**src/rtl/riscv_pkg.sv**
```systemverilog
// Shared RV32 definitions: M-extension funct3 codes, mul/div FSM states, XLEN.
package riscv_pkg;

   localparam int unsigned XLEN = 32;

   localparam logic [2:0] MD_MUL    = 3'b000;
   localparam logic [2:0] MD_MULH   = 3'b001;
   localparam logic [2:0] MD_MULHSU = 3'b010;
   localparam logic [2:0] MD_MULHU  = 3'b011;
   localparam logic [2:0] MD_DIV    = 3'b100;
   localparam logic [2:0] MD_DIVU   = 3'b101;
   localparam logic [2:0] MD_REM    = 3'b110;
   localparam logic [2:0] MD_REMU   = 3'b111;

   typedef enum logic [1:0] {
      MD_IDLE = 2'd0,
      MD_CALC = 2'd1,
      MD_FIX  = 2'd2,
      MD_DONE = 2'd3
   } md_state_t;

endpackage

```
**src/rtl/muldiv_unit_if.sv**
```systemverilog
// Issue/result bundle between the EX stage and the iterative mul/div unit.
interface muldiv_unit_if;
   import riscv_pkg::*;

   logic            start;
   logic [2:0]      funct3;
   logic [XLEN-1:0] rs1;
   logic [XLEN-1:0] rs2;
   logic            flush;
   logic            stall;
   logic            done;
   logic [XLEN-1:0] result;

   modport master (
      output start, funct3, rs1, rs2, flush,
      input  stall, done, result
   );

   modport slave (
      input  start, funct3, rs1, rs2, flush,
      output stall, done, result
   );

endinterface

```
**src/rtl/muldiv_datapath.sv**
```systemverilog
// Shared shift-add multiply / restoring divide datapath with sign fix-up.
module muldiv_datapath
   import riscv_pkg::*;
(
   input  logic            clk,
   input  logic            rst_n,
   input  logic            load,
   input  logic            special,
   input  logic            step,
   input  logic            fix,
   input  logic [2:0]      funct3,
   input  logic [XLEN-1:0] rs1,
   input  logic [XLEN-1:0] rs2,
   output logic            special_c,
   output logic [XLEN-1:0] result
);

   localparam logic [XLEN-1:0] INT_MIN = {1'b1, {(XLEN-1){1'b0}}};

   logic [2:0]      op_q;
   logic            neg_q;
   logic            rem_neg_q;
   logic [XLEN-1:0] hi_q;
   logic [XLEN-1:0] lo_q;
   logic [XLEN-1:0] opd_q;

   logic            is_div_c;
   logic            a_signed_c;
   logic            b_signed_c;
   logic            neg_a_c;
   logic            neg_b_c;
   logic            div_zero_c;
   logic            div_ovf_c;
   logic [XLEN-1:0] mag_a_c;
   logic [XLEN-1:0] mag_b_c;
   logic [XLEN-1:0] special_res_c;

   logic [XLEN:0]     sum_c;
   logic [XLEN:0]     rdiv_c;
   logic              ge_c;
   logic [XLEN-1:0]   hi_step_c;
   logic [XLEN-1:0]   lo_step_c;
   logic [2*XLEN-1:0] prod_c;
   logic [XLEN-1:0]   fix_res_c;

   // Decode signedness and magnitudes of the issue operands; flag special divides
   always_comb begin
      is_div_c   = funct3[2];
      a_signed_c = (funct3 == MD_MULH) | (funct3 == MD_MULHSU) |
                   (funct3 == MD_DIV)  | (funct3 == MD_REM);
      b_signed_c = (funct3 == MD_MULH) | (funct3 == MD_DIV) | (funct3 == MD_REM);
      neg_a_c    = a_signed_c & rs1[XLEN-1];
      neg_b_c    = b_signed_c & rs2[XLEN-1];
      mag_a_c    = neg_a_c ? -rs1 : rs1;
      mag_b_c    = neg_b_c ? -rs2 : rs2;
      div_zero_c = is_div_c & (rs2 == '0);
      div_ovf_c  = is_div_c & ~funct3[0] & (rs1 == INT_MIN) & (rs2 == '1);
      special_c  = div_zero_c | div_ovf_c;
      if (div_zero_c) begin
         special_res_c = funct3[1] ? rs1 : '1;
      end else begin
         special_res_c = funct3[1] ? '0 : INT_MIN;
      end
   end

   // One iteration: add-then-shift for multiply, shift/trial-subtract for divide
   always_comb begin
      sum_c  = {1'b0, hi_q} + (lo_q[0] ? {1'b0, opd_q} : '0);
      rdiv_c = {hi_q, lo_q[XLEN-1]};
      ge_c   = rdiv_c >= {1'b0, opd_q};
      if (op_q[2]) begin
         // remainder stays below the divisor, so the low word of the difference is exact
         hi_step_c = ge_c ? (rdiv_c[XLEN-1:0] - opd_q) : rdiv_c[XLEN-1:0];
         lo_step_c = {lo_q[XLEN-2:0], ge_c};
      end else begin
         hi_step_c = sum_c[XLEN:1];
         lo_step_c = {sum_c[0], lo_q[XLEN-1:1]};
      end
   end

   // Restore signs and pick the requested word
   always_comb begin
      prod_c = neg_q ? -{hi_q, lo_q} : {hi_q, lo_q};
      case (op_q)
         MD_MUL:                       fix_res_c = prod_c[XLEN-1:0];
         MD_MULH, MD_MULHSU, MD_MULHU: fix_res_c = prod_c[2*XLEN-1:XLEN];
         MD_DIV, MD_DIVU:              fix_res_c = neg_q ? -lo_q : lo_q;
         default:                      fix_res_c = rem_neg_q ? -hi_q : hi_q;
      endcase
   end

   // Operand/accumulator registers and the result register
   always_ff @(posedge clk or negedge rst_n) begin
      if (!rst_n) begin
         op_q      <= MD_MUL;
         neg_q     <= 1'b0;
         rem_neg_q <= 1'b0;
         hi_q      <= '0;
         lo_q      <= '0;
         opd_q     <= '0;
         result    <= '0;
      end else begin
         if (load) begin
            op_q      <= funct3;
            neg_q     <= neg_a_c ^ neg_b_c;
            rem_neg_q <= neg_a_c;
            hi_q      <= '0;
            lo_q      <= is_div_c ? mag_a_c : mag_b_c;
            opd_q     <= is_div_c ? mag_b_c : mag_a_c;
         end else if (step) begin
            hi_q <= hi_step_c;
            lo_q <= lo_step_c;
         end
         if (fix) begin
            result <= fix_res_c;
         end else if (special) begin
            result <= special_res_c;
         end
      end
   end

endmodule

```
**src/rtl/muldiv_unit.sv**
```systemverilog
// Iterative RV32M mul/div unit: sequencing FSM, step counter, stall and done.
module muldiv_unit
   import riscv_pkg::*;
#(
   parameter int unsigned XLEN = 32
)
(
   input  logic          clk,
   input  logic          rst_n,
   muldiv_unit_if.slave  bus
);

   localparam int unsigned CNT_W = $clog2(XLEN);

   localparam logic [1:0] S_IDLE = MD_IDLE;
   localparam logic [1:0] S_CALC = MD_CALC;
   localparam logic [1:0] S_FIX  = MD_FIX;
   localparam logic [1:0] S_DONE = MD_DONE;

   logic [1:0]       state_q;
   logic [1:0]       state_d;
   logic [CNT_W-1:0] cnt_q;
   logic [CNT_W-1:0] cnt_d;
   logic             done_q;
   logic             done_d;

   logic load_c;
   logic special_ld_c;
   logic step_c;
   logic fix_c;
   logic special_c;

   // Next-state, counter and datapath strobes
   always_comb begin
      state_d      = state_q;
      cnt_d        = cnt_q;
      done_d       = 1'b0;
      load_c       = 1'b0;
      special_ld_c = 1'b0;
      step_c       = 1'b0;
      fix_c        = 1'b0;
      case (state_q)
         S_IDLE: begin
            if (bus.start && !bus.flush) begin
               if (special_c) begin
                  state_d      = S_DONE;
                  special_ld_c = 1'b1;
                  done_d       = 1'b1;
               end else begin
                  state_d = S_CALC;
                  cnt_d   = CNT_W'(XLEN - 1);
                  load_c  = 1'b1;
               end
            end
         end
         S_CALC: begin
            if (bus.flush) begin
               state_d = S_IDLE;
            end else begin
               step_c = 1'b1;
               if (cnt_q == '0) begin
                  state_d = S_FIX;
               end else begin
                  cnt_d = cnt_q - 1'b1;
               end
            end
         end
         S_FIX: begin
            if (bus.flush) begin
               state_d = S_IDLE;
            end else begin
               fix_c   = 1'b1;
               state_d = S_DONE;
               done_d  = 1'b1;
            end
         end
         default: state_d = S_IDLE;
      endcase
   end

   // State, counter and done pulse registers
   always_ff @(posedge clk or negedge rst_n) begin
      if (!rst_n) begin
         state_q <= S_IDLE;
         cnt_q   <= '0;
         done_q  <= 1'b0;
      end else begin
         state_q <= state_d;
         cnt_q   <= cnt_d;
         done_q  <= done_d;
      end
   end

   // Pipeline hold covers the accept cycle and all busy cycles, but not DONE
   assign bus.stall = ((state_q == S_IDLE) & bus.start & ~bus.flush) |
                      (state_q == S_CALC) | (state_q == S_FIX);
   assign bus.done  = done_q;

   muldiv_datapath u_dp (
      .clk       (clk),
      .rst_n     (rst_n),
      .load      (load_c),
      .special   (special_ld_c),
      .step      (step_c),
      .fix       (fix_c),
      .funct3    (bus.funct3),
      .rs1       (bus.rs1),
      .rs2       (bus.rs2),
      .special_c (special_c),
      .result    (bus.result)
   );

endmodule

```
**src/flat_wrapper.sv**
```systemverilog
// flat-port wrapper written by rule: the top's interface ports become plain ports
module muldiv_unit_flat import riscv_pkg::*;
#(
   parameter int unsigned XLEN = 32
)
  (clk, rst_n, bus_start, bus_funct3, bus_rs1, bus_rs2, bus_flush, bus_stall, bus_done, bus_result);
  muldiv_unit_if bus_i ();
  input  logic clk;
  input  logic rst_n;
  input wire logic [$bits(bus_i.start)-1:0] bus_start;
  input wire logic [$bits(bus_i.funct3)-1:0] bus_funct3;
  input wire logic [$bits(bus_i.rs1)-1:0] bus_rs1;
  input wire logic [$bits(bus_i.rs2)-1:0] bus_rs2;
  input wire logic [$bits(bus_i.flush)-1:0] bus_flush;
  output wire logic [$bits(bus_i.stall)-1:0] bus_stall;
  output wire logic [$bits(bus_i.done)-1:0] bus_done;
  output wire logic [$bits(bus_i.result)-1:0] bus_result;
  assign bus_i.start = bus_start;
  assign bus_i.funct3 = bus_funct3;
  assign bus_i.rs1 = bus_rs1;
  assign bus_i.rs2 = bus_rs2;
  assign bus_i.flush = bus_flush;
  assign bus_stall = bus_i.stall;
  assign bus_done = bus_i.done;
  assign bus_result = bus_i.result;
  muldiv_unit #(.XLEN(XLEN)) u_core (.clk(clk), .rst_n(rst_n), .bus(bus_i));
endmodule
```
**config.mk**
```make
export PLATFORM = sky130hd
export DESIGN_NAME = muldiv_unit_flat
export DESIGN_NICKNAME = d
export VERILOG_FILES = /design/src/rtl/riscv_pkg.sv /design/src/rtl/muldiv_unit_if.sv /design/src/rtl/muldiv_datapath.sv /design/src/rtl/muldiv_unit.sv /design/src/flat_wrapper.sv
export SDC_FILE = /design/constraint.sdc
export NUM_CORES = 1
export LEC_CHECK = 0
export CAP_MARGIN = 20
export CORE_ASPECT_RATIO = 0.8
export CORE_MARGIN = 2
export CORE_UTILIZATION = 50
export DETAILED_ROUTE_END_ITERATION = 8
export PLACE_DENSITY = 0.72
export SYNTH_ARGS = -nofsm -noshare
export SYNTH_HDL_FRONTEND = slang
export SYNTH_SLANG_ARGS = --single-unit
```
**constraint.sdc**
```tcl
create_clock -name clk -period 3.4 [get_ports clk]
set_clock_uncertainty 0.1 [all_clocks]
set_input_delay 0.51 -clock clk [delete_from_list [all_inputs] [get_ports clk]]
set_output_delay 0.51 -clock clk [all_outputs]
set_load 0.02 [all_outputs]
```
* Word level (Yosys, flattened, before mapping) *
Index checks and enable logic that the tools add are counted.

operators by class
  bitwise gates (word level) = 19
  equal/unequal tests = 18
  multiplexer cells = 42
  magnitude comparators = 1
  add/sub/neg operators = 8
  reductions and logical operators = 13

operators by type and width
  cell                    count
  $mux W32                19
  $neg A32 Y32            4
  $pmux W32 S3            1
  $eq A32 B32 Y1 const B  2
  $mux W64                1
  $neg A64 Y64            1
  $add A32 B32 Y33        1
  $ge A33 B32 Y1          1
  $logic_not A32 Y1       1
  $sub A32 B32 Y32        1
  $mux W5                 4
  $eq A3 B3 Y1 const B    4
  $mux W2                 5
  $pmux W5 S2             1
  $eq A3 B2 Y1 const B    3
  $mux W1                 9
  $and A1 B1 Y1           8
  $or A1 B1 Y1            8
  $eq A3 B1 Y1 const B    2
  $ne A2 B2 Y1 const B    3
  $pmux W2 S3             1
  $reduce_bool A2 Y1      3
  $logic_not A5 Y1        1
  $reduce_and A5 Y1       1
  other kinds (15)        16

storage, ports and cells
  logic and storage cells = 111
  register bits after elaboration = 141
  bits of input ports = 71

* Logic depth before layout (Yosys ltp) *
  depth in word-level cells = 10
  mapped depth = 15
  gate-level depth less buffers = 13

* Modules after synthesis *
Synthesis repeated with hierarchy kept, for this count alone.

unflattened totals
  cells, all modules = 1,972
  area total of the unflattened synthesis = 14,985.6 um2

modules (own cells, without submodules)
  module           times used  cells an instance  seq. area each (um2)  area each (um2)
  muldiv_datapath  1           1,925              3,328.2               14,475.1
  muldiv_unit      1           47                 200.2                 510.5

* Worst setup path after synthesis *
OpenSTA, ideal clock, no wires.

  path type = reg2reg
  start = register u_core.u_dp.lo_q[0]
  end = register u_core.u_dp.hi_q[31]
  buffers on the path = 1
  setup time = 0.110 ns
  data required time = 3.190 ns
  stages on the path, launching flop included = 15
  arrival = 3.223 ns
  slack = -0.033 ns
  path through = dfrtp_1 > clkbuf_1 > and2_1 > ha_1 > inv_1 > fa_1 > nand2b_1 > a21oi_1 > a211oi_1 > o31ai_2 > a21oi_1 > o41ai_2 > a41o_1 > a211oi_1 > o41ai_1

between the ends
  longest elaborated chain between the ends = 5

RTL lines
  item                    RTL line                text
  from (decl)             muldiv_datapath.sv:24   logic [XLEN-1:0] lo_q;
  from (signal assigned)  muldiv_datapath.sv:108  lo_q <= is_div_c ? mag_a_c : mag_b_c;
  from (signal assigned)  muldiv_datapath.sv:112  lo_q <= lo_step_c;
  $mux W32                muldiv_datapath.sv:68   sum_c = {1'b0, hi_q} + (lo_q[0] ? {1'b0, opd_q} : '0);
  $add A32 B32 Y33        muldiv_datapath.sv:68
  $mux W32                muldiv_datapath.sv:71   if (op_q[2]) begin
  $mux W32                muldiv_datapath.sv:110  end else if (step) begin
  $mux W32                muldiv_datapath.sv:103  if (load) begin
  to (signal assigned)    muldiv_datapath.sv:111  hi_q <= hi_step_c;
  to (decl)               muldiv_datapath.sv:23   logic [XLEN-1:0] hi_q;

No other way between the ends. The select of a mux whose other input is x is not followed.
A chain may end at the register's enable or synchronous reset.

* Worst setup path in the final report *
  start = register u_core.u_dp.lo_q[3]
  end = register u_core.u_dp.result[15]

between the ends
  longest elaborated chain between the ends = 4
  elaborated cells on any way between the ends = 6

RTL lines
  item                                                 RTL line                                      text
  $neg A64 Y64 / $neg A32 Y32 (equally long branches)  muldiv_datapath.sv:83, muldiv_datapath.sv:87
  $mux W64 / $mux W32 (equally long branches)          muldiv_datapath.sv:83, muldiv_datapath.sv:87
  $pmux W32 S3 *                                       muldiv_datapath.sv:84                         case (op_q)
  $mux W32 *                                           muldiv_datapath.sv:114                        if (fix) begin
  to (signal assigned)                                 muldiv_datapath.sv:115                        result <= fix_res_c;
  to (signal assigned)                                 muldiv_datapath.sv:117                        result <= special_res_c;
  to (decl)                                            muldiv_datapath.sv:15                         output logic [XLEN-1:0] result

Every way passes the cells marked *; elsewhere a longest branch is shown, timed or not.

==> impl_metrics.ini <==
[floorplan]
die_x_um = 197
fp-row-count = 56
coreArea_mm2 = 0.0293
dieArea_mm2 = 0.0311
fp.dieH_um = 158
initial_core_util = 0.507
ios = 105

[sta]
relSlewSlack = 0.211
hold_viol_final = 0
finalWorstSetupSlack_ps = 88.1
fin_crit_sh = 0.974
period_needed_ps = 3310
rsz0062_at_grt = yes
setup_viol = 0
slew_violations = 0
tightest_slew_ps = 1170
max_clock_freq_mhz = 302

[logic_synthesis]
synth_fp_nets = 2105
synth-seq-area-share = 0.238
synth.area.top_cells = dfrtp_1 (24%), xor2_1 (7.5%), o21ai_0 (6.2%)
ys_seq_elements = 141
syn_avg_cell_area_um2 = 7.57
synthFlopType = dfrtp_1
netlist_area_mm2 = 0.0148
synth_top_area_share = 0.238
ys_warn_count = 0
synth_area_leader_cell = dfrtp_1
synth_most_common_cell = nand2_1
synth-edff-count = 0
synth_cells = 1961
synth_commonest_cells = nand2_1 (207), o21ai_0 (184), nor2_1 (171)
synth_async_sr_flop_share = 1.00
synth.distinct_cells = 81

[power_and_ir_drop]
p_leak_nw = 8.33
power_density_mw_per_mm2 = 727
ir_worst_vdd_mv = 0.492

[cells_and_area]
drive_gt1_frac = 0.185
register_area_mm2 = 0.00353
nFillCells = 2649
fin_util = 0.647
area_growth_pct = 27.7
fin_nets = 2368
multi_input_area_mm2 = 0.0108
final_cell_area_mm2 = 0.0190

[routing]
drc = 0
routedWlPerCell_um = 24.3
via_per_inst = 6.49
firstDrtPassIters = 7
drtAntennaViolNets = 0
vias = 17000
drt_iter0_markers = 2196
drt-total-wl_um = 63400

[clock_tree]
cts_num_sinks = 141
cts_tree = done
clk_path_buf_depth = 2
clock_latency_ps = 450
ctsHtreeMaxLevel = 4
cts-buffers-inserted = 17
clk_transition_reported_paths_ps = 70
cts-root-buf = clkbuf_16

[critical_path]
worst-path-buf-inv = 0
critPathMaxFanout = 7
crit_family = simple AND/OR/NAND/NOR gates
crit_path_end_kind = register
critPathKind = register to register
critPathLaunchType = register
crit_chain = or4_1 -> or2_2 -> nand2b_1 -> o41ai_1 -> xor2_1 -> o22ai_1 -> a211oi_1 -> a31oi_1
crit_path_max_incr_delay_ps = 570
crit_slowest_cell = or4_1
critPathRequiredTime_ps = 3600
cp_data_arrival_time_ps = 3510

[job]
drv_cap = 0

[outcome]
status = complete, no violations

[global_routing]
grt_max_degree = 110
grt_pass1_wl_um = 92700
grt_overflow = 0
grt_pass1_vias = 15000
antenna_found_initial = 2
gr-usage-all-layers = 0.399

[placed_design]
pre_cts_ws_ps = -197
place_area_mm2 = 0.0179
place.gp.congestion = 1.06
io_buffers = 104
dp_hpwl_um = 49700

[worst_hold_path]
hp-class = register to register
-- per-stage QoR --
| step | power [mW] | std cells | hold slack [ps] | TNS (ps) |
|---|---|---|---|---|
| 2_1_floorplan | 7.98 | 1961 | 114 | 0 |
| 3_3_place_gp | 10.9 | 2569 | 366 | -12160 |
| 3_5_place_dp | 11.0 | 2569 | 370 | -9860 |
| 4_1_cts | 13.1 | 2602 | 386 | -75.3 |
| 5_1_grt | 14.5 | 2614 | 412 | -63.1 |
| 6_report | 13.8 | 2615 | 384 | 0 |
-- where the power goes --
part	total (mW)	switching (mW)	internal [mW]
Clock	2.04	0.881	1.16
Combinational	9.26	5.44	3.82
Sequential	2.48	0.426	2.06
Total	13.8	6.74	7.04
-- metal layers --
metal / global-route usage / vias up / part of all wire
li1: - / 7665 / -
met1: 0.592 / 8157 / 0.44
met2: 0.555 / 1021 / 0.40
met3: 0.107 / 131 / 0.13
met4: 0.126 / 2 / 0.035
met5: 0 / - / 0.00020
-- kinds of logic after synthesis --
family	Yosys count	synth area share
muxes	55	0.0379
adders and majority gates	73	0.0626
DFF	141	0.238
xor gates and xnor gates	204	0.120
and+or+nand+nor	614	0.202
buffers and inverters	202	0.0531
AOI/OAI and AO/OA	672	0.287
-- worst paths after layout --
kind | start | to | slack, ps | cells after the start
max in group asynchronous | rst_n | u_core.u_dp.lo_q[11] | 1760 | 3
min in group asynchronous | rst_n | u_core.u_dp.hi_q[29] | 540 | 2
worst max register to register | u_core.u_dp.lo_q[3] | u_core.u_dp.result[15] | 90 | 8
worst max-delay path | u_core.u_dp.lo_q[3] | u_core.u_dp.result[15] | 90 | 8
worst min register to register | u_core.u_dp.opd_q[16] | u_core.u_dp.opd_q[16] | 380 | 2
worst min-delay path | u_core.u_dp.opd_q[16] | u_core.u_dp.opd_q[16] | 380 | 2
-- state kept, by name (all words and copies together), names as in the netlist --
register	cells
u_core.u_dp.hi_q	32
u_core.u_dp.lo_q	32
u_core.u_dp.opd_q	32
u_core.u_dp.result	32
u_core.cnt_q	5
u_core.u_dp.op_q	3
u_core.state_q	2
u_core.bus.done	1
u_core.u_dp.neg_q	1
u_core.u_dp.rem_neg_q	1
-- tightest hold or removal path, cell delays in order, from the launching register on --
cell and delay, ps:
dfrtp_1 340, nand2_1 50, o21ai_0 60
-- cell type report --
class | count | area share
inverter | 68 | 0.0137
antenna | 1 | 0.000132
clock buffer | 20 | 0.0246
tap | 377 | 0.0249
multi-input combinational | 1618 | 0.572
clock inverter | 12 | 0.00786
timing repair buffer | 378 | 0.171
sequential | 141 | 0.186
-- cells in the final DEF (no fill, tap or decap), types with 8 or more instances in the layout --
master / instances
buf_4: 261
a221o_1: 13
ha_1: 65
or3_1: 19
and3_1: 9
a21oi_1: 145
mux2i_1: 46
a21oi_2: 13
xor2_1: 126
mux2_2: 9
nand4_1: 29
o21ai_0: 180
or2_2: 13
clkdlybuf4s50_1: 102
a211oi_1: 23
nor2_1: 169
o21a_1: 18
nand2b_1: 24
o41ai_1: 11
o22ai_1: 29
or4_1: 22
nor4_1: 13
o31ai_1: 26
a21o_1: 44
dfrtp_1: 139
nand2_1: 207
o21ai_1: 15
a22oi_1: 8
inv_1: 63
nor2b_1: 9
o211ai_1: 32
nor3_1: 29
a31oi_1: 22
nand3_1: 25
o21bai_1: 8
o221ai_1: 16
clkbuf_16: 19
xnor2_1: 76
-- what timing repair did --
item                                    4_1_cts  5_1_grt
endpoints found under the hold margin         3        0
buffers inserted                              0       11
pin swaps                                     0       26
gates resized for setup                       8       64
hold buffers                                  1        0
cloned                                        0        2
endpoints found under the setup margin       10       26
Note: power is estimated with default switching activity, not from simulation.
